[config.mk]
export PLATFORM = sky130hd
export DESIGN_NAME = dmem_arbiter
export DESIGN_NICKNAME = d
export VERILOG_FILES = /design/src/rtl/mem_arb_pkg.sv /design/src/rtl/arb_starve_ctr.sv /design/src/rtl/dmem_arbiter.sv
export SDC_FILE = /design/constraint.sdc
export NUM_CORES = 1
export LEC_CHECK = 0
export BUFFER_PORTS_ARGS = -buffer_cell sky130_fd_sc_hd__clkbuf_2
export CORE_AREA = 2 2 87 89
export DETAILED_ROUTE_END_ITERATION = 12
export DIE_AREA = 0 0 89 91
export MAX_ROUTING_LAYER = met4
export SLEW_MARGIN = 10
export SYNTH_ARGS = -nofsm -noshare
export SYNTH_HDL_FRONTEND = slang
export SYNTH_SLANG_ARGS = --single-unit
[constraint.sdc]
create_clock -name clk -period 2.96 [get_ports clk]
set_input_delay 0.444 -clock clk [delete_from_list [all_inputs] [get_ports clk]]
set_output_delay 0.444 -clock clk [all_outputs]
set_load 0.05 [all_outputs]
[src/rtl/mem_arb_pkg.sv]
// Shared constants and response-stage state for the data-memory arbiter.
package mem_arb_pkg;

    localparam int unsigned DMEM_ADDR_W = 14;
    localparam int unsigned DATA_W      = 32;
    localparam int unsigned STRB_W      = 4;
    localparam int unsigned NUM_PORTS   = 2;
    localparam int unsigned CTR_W       = 8;

    localparam int unsigned PORT_CPU = 0;
    localparam int unsigned PORT_DBG = 1;

    localparam logic [STRB_W-1:0] WSTRB_READ = 4'b0000;

    // One in-flight access waiting for its response cycle.
    typedef struct packed {
        logic pending;
        logic owner;
        logic is_write;
    } rsp_state_t;

    function automatic logic strb_is_write(input logic [STRB_W-1:0] strb);
        return strb != WSTRB_READ;
    endfunction

endpackage

[src/rtl/arb_starve_ctr.sv]
// Saturating wait counter for the low-priority port; raises force once the
// port has been blocked for STARVE_LIMIT consecutive cycles.
module arb_starve_ctr
    import mem_arb_pkg::*;
#(
    parameter int unsigned STARVE_LIMIT = 8
) (
    input  logic clk,
    input  logic rst_n,
    input  logic wait_valid,
    input  logic granted,
    output logic force_o
);

    localparam logic [CTR_W-1:0] LIMIT = CTR_W'(STARVE_LIMIT);

    logic [CTR_W-1:0] cnt_q, cnt_d;
    logic             force_q, force_d;

    // Clear on grant or withdrawal, otherwise count up and stick at the limit.
    always_comb begin
        cnt_d   = cnt_q;
        force_d = 1'b0;
        if (!wait_valid || granted) begin
            cnt_d = '0;
        end else if (cnt_q < LIMIT) begin
            cnt_d = cnt_q + CTR_W'(1);
        end
        force_d = (cnt_d == LIMIT);
    end

    always_ff @(posedge clk or negedge rst_n) begin
        if (!rst_n) begin
            cnt_q   <= '0;
            force_q <= 1'b0;
        end else begin
            cnt_q   <= cnt_d;
            force_q <= force_d;
        end
    end

    assign force_o = force_q;

endmodule

[src/rtl/dmem_arbiter.sv]
// Two-port arbiter for the single synchronous data-memory port: fixed CPU
// priority with a starvation override for the debug/loader port.
module dmem_arbiter
    import mem_arb_pkg::*;
#(
    parameter int unsigned ADDR_W       = DMEM_ADDR_W,
    parameter int unsigned STARVE_LIMIT = 8
) (
    input  logic                 clk,
    input  logic                 rst_n,
    input  logic [NUM_PORTS-1:0] req_valid,
    output logic [NUM_PORTS-1:0] req_ready,
    input  logic [ADDR_W-1:0]    req_addr0,
    input  logic [ADDR_W-1:0]    req_addr1,
    input  logic [DATA_W-1:0]    req_wdata0,
    input  logic [DATA_W-1:0]    req_wdata1,
    input  logic [STRB_W-1:0]    req_wstrb0,
    input  logic [STRB_W-1:0]    req_wstrb1,
    output logic [NUM_PORTS-1:0] rsp_valid,
    output logic [DATA_W-1:0]    rsp_rdata,
    output logic                 mem_en,
    output logic [STRB_W-1:0]    mem_we,
    output logic [ADDR_W-1:0]    mem_addr,
    output logic [DATA_W-1:0]    mem_wdata,
    input  logic [DATA_W-1:0]    mem_rdata
);

    logic       force_dbg;
    rsp_state_t rsp_q, rsp_d;

    arb_starve_ctr #(
        .STARVE_LIMIT (STARVE_LIMIT)
    ) u_starve (
        .clk        (clk),
        .rst_n      (rst_n),
        .wait_valid (req_valid[PORT_DBG]),
        .granted    (req_ready[PORT_DBG]),
        .force_o    (force_dbg)
    );

    // Grant: debug port only when the CPU is idle or the force flag is up.
    always_comb begin
        req_ready = '0;
        if (rst_n) begin
            if (req_valid[PORT_DBG] && (!req_valid[PORT_CPU] || force_dbg)) begin
                req_ready[PORT_DBG] = 1'b1;
            end else if (req_valid[PORT_CPU]) begin
                req_ready[PORT_CPU] = 1'b1;
            end
        end
    end

    always_comb begin
        mem_en    = 1'b0;
        mem_we    = WSTRB_READ;
        mem_addr  = '0;
        mem_wdata = '0;
        if (req_ready[PORT_CPU]) begin
            mem_en    = 1'b1;
            mem_we    = req_wstrb0;
            mem_addr  = req_addr0;
            mem_wdata = req_wdata0;
        end else if (req_ready[PORT_DBG]) begin
            mem_en    = 1'b1;
            mem_we    = req_wstrb1;
            mem_addr  = req_addr1;
            mem_wdata = req_wdata1;
        end
    end

    always_comb begin
        rsp_d          = '0;
        rsp_d.pending  = mem_en;
        rsp_d.owner    = req_ready[PORT_DBG];
        rsp_d.is_write = strb_is_write(mem_we);
    end

    always_ff @(posedge clk or negedge rst_n) begin
        if (!rst_n) begin
            rsp_q <= '0;
        end else begin
            rsp_q <= rsp_d;
        end
    end

    // Writes are acknowledged with zero data; reads pass the memory word through.
    always_comb begin
        rsp_valid = '0;
        rsp_rdata = '0;
        if (rsp_q.pending) begin
            rsp_valid[rsp_q.owner] = 1'b1;
            if (!rsp_q.is_write) begin
                rsp_rdata = mem_rdata;
            end
        end
    end

endmodule
==> results of run 1 <==
==> cell type report <==
| class | count | share of cell area, % |
|---|---|---|
| well taps | 99 | 4.858 |
| repair buffers | 225 | 45.44 |
| clock buffers | 4 | 2.159 |
| multi-input cells | 120 | 35.48 |
| flip-flops and latches | 12 | 11.78 |
| inverters | 2 | 0.2944 |
==> power breakdown <==
group	switching (mW)	internal, mW	total, mW
logic	0.349	0.163	0.511
registers	0.00433	0.169	0.174
clock network	0.0583	0.117	0.176
==> state kept, by name, summed over array words and instances (netlist names) <==
name and flops:
rsp_q 3, u_starve.cnt_q 8, u_starve.force_o 1
==> worst register-to-register path, delay by kind of cell (launching register included) <==
family	cells	cell delay, ps
DFF	1	390
and+or+nand+nor	3	1170
==> layer usage <==
layer	part of all wire (%)	up-vias	track usage, %	wire (µm)
met5	0	-	-	0
met4	0.62	0	2.239	38
met3	9.7	4	1.273	595
met2	50	139	24.63	3044
met1	40	907	16.34	2469
li1	-	995	-	-
==> worst paths after layout <==
kind	start	end	slack (ps)	cells after the start
worst max-delay path	rst_n	mem_we[2]	620	5
worst min-delay path	rst_n	u_starve.force_o	100	1
worst max register to register	u_starve.cnt_q[6]	u_starve.force_o	1290	3
worst min register to register	u_starve.cnt_q[4]	u_starve.cnt_q[4]	510	1
max in group asynchronous	rst_n	rsp_q[2]	2600	1
min in group clk	u_starve.cnt_q[4]	u_starve.cnt_q[4]	510	1
==> cells in the final DEF (no fill, tap or decap), drive strengths merged <==
| cell type | n |
|---|---|
| o21ai | 5 |
| nor4 | 1 |
| o2111ai | 1 |
| and4b | 1 |
| nand4b | 1 |
| a21oi | 5 |
| or2 | 1 |
| buf | 3 |
| ha | 1 |
| or2b | 1 |
| nor2b | 3 |
| and3 | 1 |
| nand4 | 1 |
| a22o | 51 |
| nand3 | 1 |
| nand2 | 1 |
| and2 | 37 |
| a21boi | 1 |
| clkbuf | 226 |
| dfrtp | 12 |
| or4 | 3 |
| or3 | 2 |
| inv | 2 |
| nand2b | 1 |
| mux2i | 1 |
==> cell families (layout without fill, tap and decap cells) <==
family	count (synthesis)	after routing	synth area share, %
AOI/OAI and AO/OA	63	63	40.71
adders and majority gates	1	1	0.9929
buffers and inverters	17	231	5.363
DFF	12	12	23.83
muxes	1	1	0.7945
and+or+nand+nor	55	55	28.30
==> per-stage QoR <==
| stage | instance area (µm²) | cells | power, mW | hold WS [ps] | setup WS [ps] |
|---|---|---|---|---|---|
| floorplan | 1260 | 149 | 0.5150 | 148.4 | 475.9 |
| finish | 2550 | 462 | 0.8607 | 101.2 | 619.0 |
| global placement | 2495 | 458 | 0.6893 | 357.0 | 601.3 |
| CTS | 2550 | 462 | 0.8700 | 105.9 | 575.8 |
| detailed placement | 2495 | 458 | 0.6907 | 362.9 | 578.7 |
| global route | 2550 | 462 | 0.9045 | 132.5 | 444.0 |
==> out/summary.json, run 1 <==
{
  "outcome": "finished clean",
  "synth_largest_type_area_fraction_pct": 35.45,
  "post_cts_buffers": 0,
  "cts-root-buf": "sky130_fd_sc_hd__clkbuf_8",
  "synth.yosys.warnings": 0,
  "routabilityCongestion": 0.8203,
  "yosysUniqueCellTypes": 27,
  "cpMaxStageDelayCell": "sky130_fd_sc_hd__and3_2",
  "crit_fanout": 45,
  "grt_antenna_before_repair": 0,
  "clkSlewWorstSetupHoldPaths_ps": 50,
  "initial_core_util_pct": 17.65,
  "core_area_um2": 7137,
  "cts_tree": "built",
  "x_dimension_of_the_die_um": 89,
  "inserted_clock_buffers": 3,
  "clock_tree.buffer_depth": 2,
  "synthesis.area_per_instance_um2": 8.456,
  "maximum_number_of_pins_on_one_net_before_global_route_repair": 53,
  "post-dp-hpwl_um": 5347,
  "hp-class": "input pin to asynchronous set/reset pin",
  "ir_drop_mv": 0.1406,
  "multiInputGateArea_um2": 904.6,
  "area_growth_syn_to_layout_pct": 102.4,
  "timing.final.setup_violations": 0,
  "crit_path_frequent_cell": "sky130_fd_sc_hd__clkbuf_2",
  "worstMarginPinSlew_ps": 595.3,
  "first_global_vias": 1889,
  "floorplan.rows": 31,
  "rsz0062_at_grt": "no",
  "synth_edf_count": 0,
  "power_per_standard_cell_area_nw_per_um2": 337.5,
  "seqCellArea_um2": 300.3,
  "critical_path.endpoint_type": "output pin",
  "utilization_pct": 35.73,
  "worstSetupPathType": "input pin to output pin",
  "floorplan.die_area_um2": 8099,
  "layout-drive-gt1-share_pct": 64.46,
  "leakagePower_nw": 1.534,
  "worst_ep_required_time_ps": 2520,
  "clock-skew-final_ps": 2.388,
  "drtAntennaViolNets": 0,
  "floorplan.die.height_um": 91,
  "postSynth.asyncResetShare_pct": 100.0,
  "drc": 0,
  "worst_skew_pair.late_latency_ps": 240,
  "synthTopCellsByArea": "sky130_fd_sc_hd__a22o_1 (35%), sky130_fd_sc_hd__dfrtp_1 (24%), sky130_fd_sc_hd__and2_1 (18%)",
  "syn-instance-count": 149,
  "synth.cells.most_frequent": "sky130_fd_sc_hd__a22o_1 (51), sky130_fd_sc_hd__and2_1 (36), sky130_fd_sc_hd__clkbuf_1 (14), sky130_fd_sc_hd__dfrtp_1 (12)",
  "post-route-min-period_ps": 2341,
  "clock_sink_count": 12,
  "worst-path-buf-inv": 3,
  "cts_resized": 0,
  "cell_area_after_synthesis_um2": 1260,
  "vias": 2045,
  "cell_type_with_the_highest_aggregate_area_in_the_netlist": "sky130_fd_sc_hd__a22o_1",
  "cp_top_family": "buffers and inverters",
  "nets": 501,
  "delay_of_the_slowest_cell_on_the_worst_path_ps": 390,
  "synth_top_flop_cell": "sky130_fd_sc_hd__dfrtp_1",
  "clock_tree.htree_level_count": 1,
  "drt-vias-per-instance": 4.426,
  "cp_data_arrival_time_ps": 1900,
  "timing.critical_path.from_type": "input pin",
  "headroom_to_the_max_slew_limit_pct": 59.95,
  "number_of_drc_markers_after_the_initial_detailed_route_iteration": 44,
  "grt_pass1_wl_um": 8735,
  "grt_remaining_overflow": 0,
  "synth.most_common_cell": "sky130_fd_sc_hd__a22o_1",
  "tns_ps": 0,
  "globalRouteTotalUtil_pct": 13.60,
  "ys_seq_area_share_pct": 23.83,
  "postRouteWirelength_um": 6148,
  "synth_seq_cells": 12,
  "slew_viol_final": 0,
  "max-cap-violations": 0,
  "timing.fmax_mhz": 427.2,
  "detail_route.wl_per_cell_um": 13.31,
  "finalCritPeriodShare_pct": 79.09,
  "drt_pre_antenna_iters": 4,
  "num_io_pins": 223,
  "hold_violation_total_from_the_final_report": 0,
  "io_buffer_count": 222,
  "cp_cell_sequence": "clkbuf_2, and3_2, buf_12, a22o_1, clkbuf_2",
  "filler_cell_count": 797,
  "cts_hold_buf": 0,
  "diodes": 0,
  "syn_nets": 286
}
No activity file was read; power rests on OpenSTA's default activity.
==> run 2, diff against run 1 <==
- CORE_AREA: 2 2 87 89 -> 2 2 88 90
- DIE_AREA: 0 0 89 91 -> 0 0 90 92
- clock period: 2.96 -> 2.3 ns (I/O delays scaled with it)
==> out/summary.json, run 2 (synthesis gave the netlist of run 1 again) <==
{
  "outcome": "finished clean",
  "finalCritPeriodShare_pct": 90.52,
  "drc": 0,
  "first_global_vias": 1893,
  "floorplan.die_area_um2": 8280,
  "worstSetupPathType": "flip-flop to output pin",
  "drtAntennaViolNets": 0,
  "post-dp-hpwl_um": 5144,
  "area_growth_syn_to_layout_pct": 118.8,
  "worst_skew_pair.late_latency_ps": 240,
  "register_bank_with_the_most_flops": "u_starve.cnt_q",
  "clock-skew-final_ps": 2.037,
  "postRouteWirelength_um": 6004,
  "cts_hold_buf": 0,
  "routabilityCongestion": 0.7662,
  "initial_core_util_pct": 16.92,
  "drt_pre_antenna_iters": 4,
  "max-cap-violations": 0,
  "layout_commonest_cell": "sky130_fd_sc_hd__clkbuf_2",
  "final_cell_mix": "sky130_fd_sc_hd__clkbuf_2 (209), sky130_fd_sc_hd__a22o_1 (51), sky130_fd_sc_hd__and2_1 (36), sky130_fd_sc_hd__buf_12 (15), sky130_fd_sc_hd__dfrtp_1 (12)",
  "clock_sink_count": 12,
  "crit_fanout": 54,
  "worst_ep_required_time_ps": 1960,
  "grt_remaining_overflow": 0,
  "finalHoldWorstSlack_ps": 53.93,
  "timing.critical_path.from_type": "flip-flop",
  "timing.fmax_mhz": 480.3,
  "cts_tree": "built",
  "critical_path.endpoint_type": "output pin",
  "maximum_number_of_pins_on_one_net_before_global_route_repair": 55,
  "ir_drop_mv": 0.1651,
  "diodes": 0,
  "floorplan.die.height_um": 92,
  "clock_tree.buffer_depth": 2,
  "drt-vias-per-instance": 4.468,
  "timing.final.setup_violations": 0,
  "cts_resized": 0,
  "clock_tree.htree_level_count": 1,
  "clkSlewWorstSetupHoldPaths_ps": 50,
  "filler_cell_count": 795,
  "largest_register_ff_count": 8,
  "post_cts_buffers": 0,
  "vias": 2082,
  "detail_route.wl_per_cell_um": 12.88,
  "hp-class": "input pin to asynchronous set/reset pin",
  "grt_pass1_wl_um": 8838,
  "multiInputGateArea_um2": 904.6,
  "inserted_clock_buffers": 3,
  "hold_violation_total_from_the_final_report": 0,
  "globalRouteTotalUtil_pct": 13.29,
  "leakagePower_nw": 1.593,
  "slew_viol_final": 0,
  "cts-root-buf": "sky130_fd_sc_hd__clkbuf_8",
  "floorplan.rows": 32,
  "headroom_to_the_max_slew_limit_pct": 68.25,
  "num_io_pins": 223,
  "core_area_um2": 7447,
  "power_per_standard_cell_area_nw_per_um2": 423.8,
  "grt_antenna_before_repair": 0,
  "worstMarginPinSlew_ps": 472.0,
  "io_buffer_count": 222,
  "post-route-min-period_ps": 2082,
  "cp_data_arrival_time_ps": 1740,
  "x_dimension_of_the_die_um": 90,
  "seqCellArea_um2": 300.3,
  "nets": 502,
  "layout-drive-gt1-share_pct": 64.56,
  "rsz0062_at_grt": "no",
  "number_of_drc_markers_after_the_initial_detailed_route_iteration": 42,
  "tns_ps": 0
}
run 2: cell count changes in the layout (fill, tap and decap cells not counted):
cell                       delta
sky130_fd_sc_hd__buf_12      +13
sky130_fd_sc_hd__clkbuf_2    -13
sky130_fd_sc_hd__buf_4        +1
run 2: path summary, 6_finish.rpt:
kind                                    from                end  slack [ps]  cells past startpoint
min                                    rst_n  u_starve.cnt_q[4]          50                      2
max                         u_starve.force_o             mem_en         220                      5
max in group asynchronous              rst_n  u_starve.cnt_q[7]        2080                      2
max reg2reg                u_starve.cnt_q[6]   u_starve.force_o         630                      3
min in group clk               req_wstrb1[3]           rsp_q[0]         460                      3
min reg2reg                u_starve.cnt_q[7]  u_starve.cnt_q[7]         520                      1
run 2: metrics by stage:
step	util, %	cell area [µm²]	power, mW	cells	setup WS [ps]
finish	37.01	2756	1.168	466	218.0
global route	37.01	2756	1.223	466	142.5
CTS	37.01	2756	1.181	466	198.9
detailed placement	36.27	2701	0.9452	462	465.4
global placement	36.27	2701	0.9402	462	502.2
floorplan	-	1260	0.6628	149	0.9599
run 2: worst max-delay path, cell delays in order (launching register included):
cell and delay [ps]:
sky130_fd_sc_hd__dfrtp_1 410, sky130_fd_sc_hd__nand2b_1 180, sky130_fd_sc_hd__and3_2 230, sky130_fd_sc_hd__buf_12 180, sky130_fd_sc_hd__or2_2 330, sky130_fd_sc_hd__buf_12 160
run 2: power breakdown:
group | internal, mW | switching [mW]
combinational | 0.254 | 0.460
sequential | 0.218 | 0.00563
clock | 0.151 | 0.0793
total | 0.623 | 0.545
run 2: area by class of cell:
type,count,area share (%)
Multi-Input combinational cell,120,32.82
Clock buffer,4,1.997
Tap cell,102,4.630
Inverter,2,0.2724
Timing Repair Buffer,226,49.39
Sequential cell,12,10.89
run 2: per-layer routing:
layer	vias up	track usage, %	part of all wire, %	wire length, µm
li1	998	-	-	-
met1	941	14.71	38	2282
met2	136	23.75	50	2994
met3	7	3.533	11	651
met4	0	3.462	1.2	75
met5	-	-	0	0
==> run 3, diff against run 2 <==
- CORE_AREA: 2 2 88 90 -> 2 2 87 89
- DIE_AREA: 0 0 90 92 -> 0 0 89 91
- SLEW_MARGIN: 10 -> 20
- clock period: 2.3 -> 1.8 ns (I/O delays scaled with it)
==> out/summary.json, run 3 (synthesis gave the netlist of run 1 again) <==
{
  "filler_cell_count": 631,
  "outcome": "complete, but fails checks",
  "clock-skew-final_ps": 2.648,
  "drc": 0,
  "headroom_to_the_max_slew_limit_pct": 64.32,
  "number_of_drc_markers_after_the_initial_detailed_route_iteration": 74,
  "post_layout_nonfiller_instances": 473,
  "cts_hold_buf": 0,
  "multiInputGateArea_um2": 1155,
  "finalCritPeriodShare_pct": 102.7,
  "clock_tree.htree_level_count": 1,
  "diodes": 0,
  "cts_tree": "built",
  "setup_slack_ps": -47.98,
  "max-cap-violations": 0,
  "place.detailed.instances": 462,
  "clock_tree.buffer_depth": 2,
  "tns_ps": -765.3,
  "crit_fanout": 9,
  "timing.critical_path.from_type": "flip-flop",
  "rsz0062_at_grt": "yes",
  "drt_pre_antenna_iters": 6,
  "globalRouteTotalUtil_pct": 17.05,
  "post-route-min-period_ps": 1848,
  "clkSlewWorstSetupHoldPaths_ps": 50,
  "cts-root-buf": "sky130_fd_sc_hd__clkbuf_8",
  "nets": 512,
  "layout_commonest_cell": "sky130_fd_sc_hd__clkbuf_2",
  "area_growth_syn_to_layout_pct": 204.0,
  "initial_core_util_pct": 17.65,
  "worstMarginPinSlew_ps": 530.3,
  "worstSetupPathType": "flip-flop to output pin",
  "finalHoldWorstSlack_ps": 10.71,
  "drt-vias-per-instance": 4.609,
  "hp-class": "input pin to asynchronous set/reset pin",
  "core_area_um2": 7137,
  "power_per_standard_cell_area_nw_per_um2": 472.6,
  "utilization_pct": 53.66,
  "floorplan.die_area_um2": 8099,
  "largest_register_ff_count": 8,
  "post-dp-hpwl_um": 5750,
  "x_dimension_of_the_die_um": 89,
  "maximum_number_of_pins_on_one_net_before_global_route_repair": 38,
  "floorplan.rows": 31,
  "grt_pass1_wl_um": 10460,
  "layout-drive-gt1-share_pct": 79.41,
  "final_design_area_no_fill_um2": 3830,
  "detail_route.wl_per_cell_um": 16.47,
  "dp_worst_setup_slack_ps": 111.7,
  "grt_remaining_overflow": 0,
  "worst_skew_pair.late_latency_ps": 240,
  "io_buffer_count": 222,
  "vias": 2180,
  "failing_checks": "negative setup slack",
  "critical_path.endpoint_type": "output pin",
  "clock_sink_count": 12,
  "design_power_total_mw": 1.810,
  "routabilityCongestion": 0.8021,
  "ir_drop_mv": 0.2234,
  "leakagePower_nw": 1.998,
  "register_bank_with_the_most_flops": "u_starve.cnt_q",
  "worst_ep_required_time_ps": 1530,
  "hold_violation_total_from_the_final_report": 0,
  "seqCellArea_um2": 300.3,
  "inserted_clock_buffers": 3,
  "timing.final.setup_violations": 44,
  "first_global_vias": 2107,
  "floorplan.die.height_um": 91,
  "drtAntennaViolNets": 0,
  "postRouteWirelength_um": 7790,
  "num_io_pins": 223,
  "placed_area_um2": 3094,
  "timing.fmax_mhz": 541.1,
  "grt_antenna_before_repair": 0,
  "cp_data_arrival_time_ps": 1580,
  "final_cell_mix": "sky130_fd_sc_hd__clkbuf_2 (140), sky130_fd_sc_hd__buf_12 (37), sky130_fd_sc_hd__and2_1 (35), sky130_fd_sc_hd__buf_8 (32), sky130_fd_sc_hd__a22o_2 (27)",
  "slew_viol_final": 0
}
[run 3: cell count changes in the layout (fill, tap and decap cells not counted), moves of 2 or more]
cell / before / now
sky130_fd_sc_hd__buf_12: 15 / 37
sky130_fd_sc_hd__buf_16: 0 / 2
sky130_fd_sc_hd__buf_8: 0 / 32
sky130_fd_sc_hd__a22o_4: 0 / 23
sky130_fd_sc_hd__clkbuf_2: 209 / 140
sky130_fd_sc_hd__buf_4: 2 / 4
sky130_fd_sc_hd__a22o_2: 0 / 27
sky130_fd_sc_hd__clkbuf_16: 0 / 3
sky130_fd_sc_hd__a22o_1: 51 / 1
sky130_fd_sc_hd__clkbuf_4: 0 / 4
sky130_fd_sc_hd__buf_2: 0 / 13
[run 3: final timing paths]
| path | slack [ps] | cells past startpoint | end | from |
|---|---|---|---|---|
| setup reg to reg | 140 | 3 | u_starve.force_o | u_starve.cnt_q[6] |
| hold / removal | 10 | 2 | u_starve.cnt_q[6] | rst_n |
| max in group asynchronous | 1630 | 2 | rsp_q[0] | rst_n |
| setup / recovery | -50 | 6 | mem_we[1] | u_starve.force_o |
| min in group clk | 410 | 3 | rsp_q[0] | req_wstrb1[1] |
| hold reg to reg | 520 | 1 | u_starve.cnt_q[7] | u_starve.cnt_q[7] |
[run 3: what timing repair did]
action | 4_1_cts | 5_1_grt
resized for setup | 71 | 79
endpoints found under the setup margin | 51 | 74
buffers inserted | 1 | 1
gates cloned | 2 | 3
pin swaps | 1 | 1
[run 3: where the power goes]
part	internal, mW	switching [mW]	total (mW)
sequential	0.279	0.00756	0.286
combinational	0.570	0.662	1.23
clock	0.193	0.0991	0.292
total	1.04	0.769	1.81
[run 3: layer usage]
metal  GRT usage (%)  part of all wire [%]  vias up  wire length (µm)
met3           2.636                   7.9       17               616
met4           4.975                   2.2        0               170
met2           31.03                    54      150              4238
li1                -                     -     1029                 -
met1           18.75                    36      984              2766
met5               -                     0        -                 0
[run 3: final cells by class]
type / count / share of cell area (%)
inverters: 2 / 0.1960
multi-input cells: 120 / 30.15
flip-flops and latches: 12 / 7.841
repair buffers: 236 / 57.14
clock buffers: 4 / 1.437
well taps: 99 / 3.234
[run 3: critical path, stage by stage (launching register included)]
cell and delay (ps):
sky130_fd_sc_hd__dfrtp_1 380, sky130_fd_sc_hd__buf_4 150, sky130_fd_sc_hd__a21oi_4 170, sky130_fd_sc_hd__buf_12 150, sky130_fd_sc_hd__clkbuf_16 150, sky130_fd_sc_hd__a22o_2 160, sky130_fd_sc_hd__clkbuf_16 160
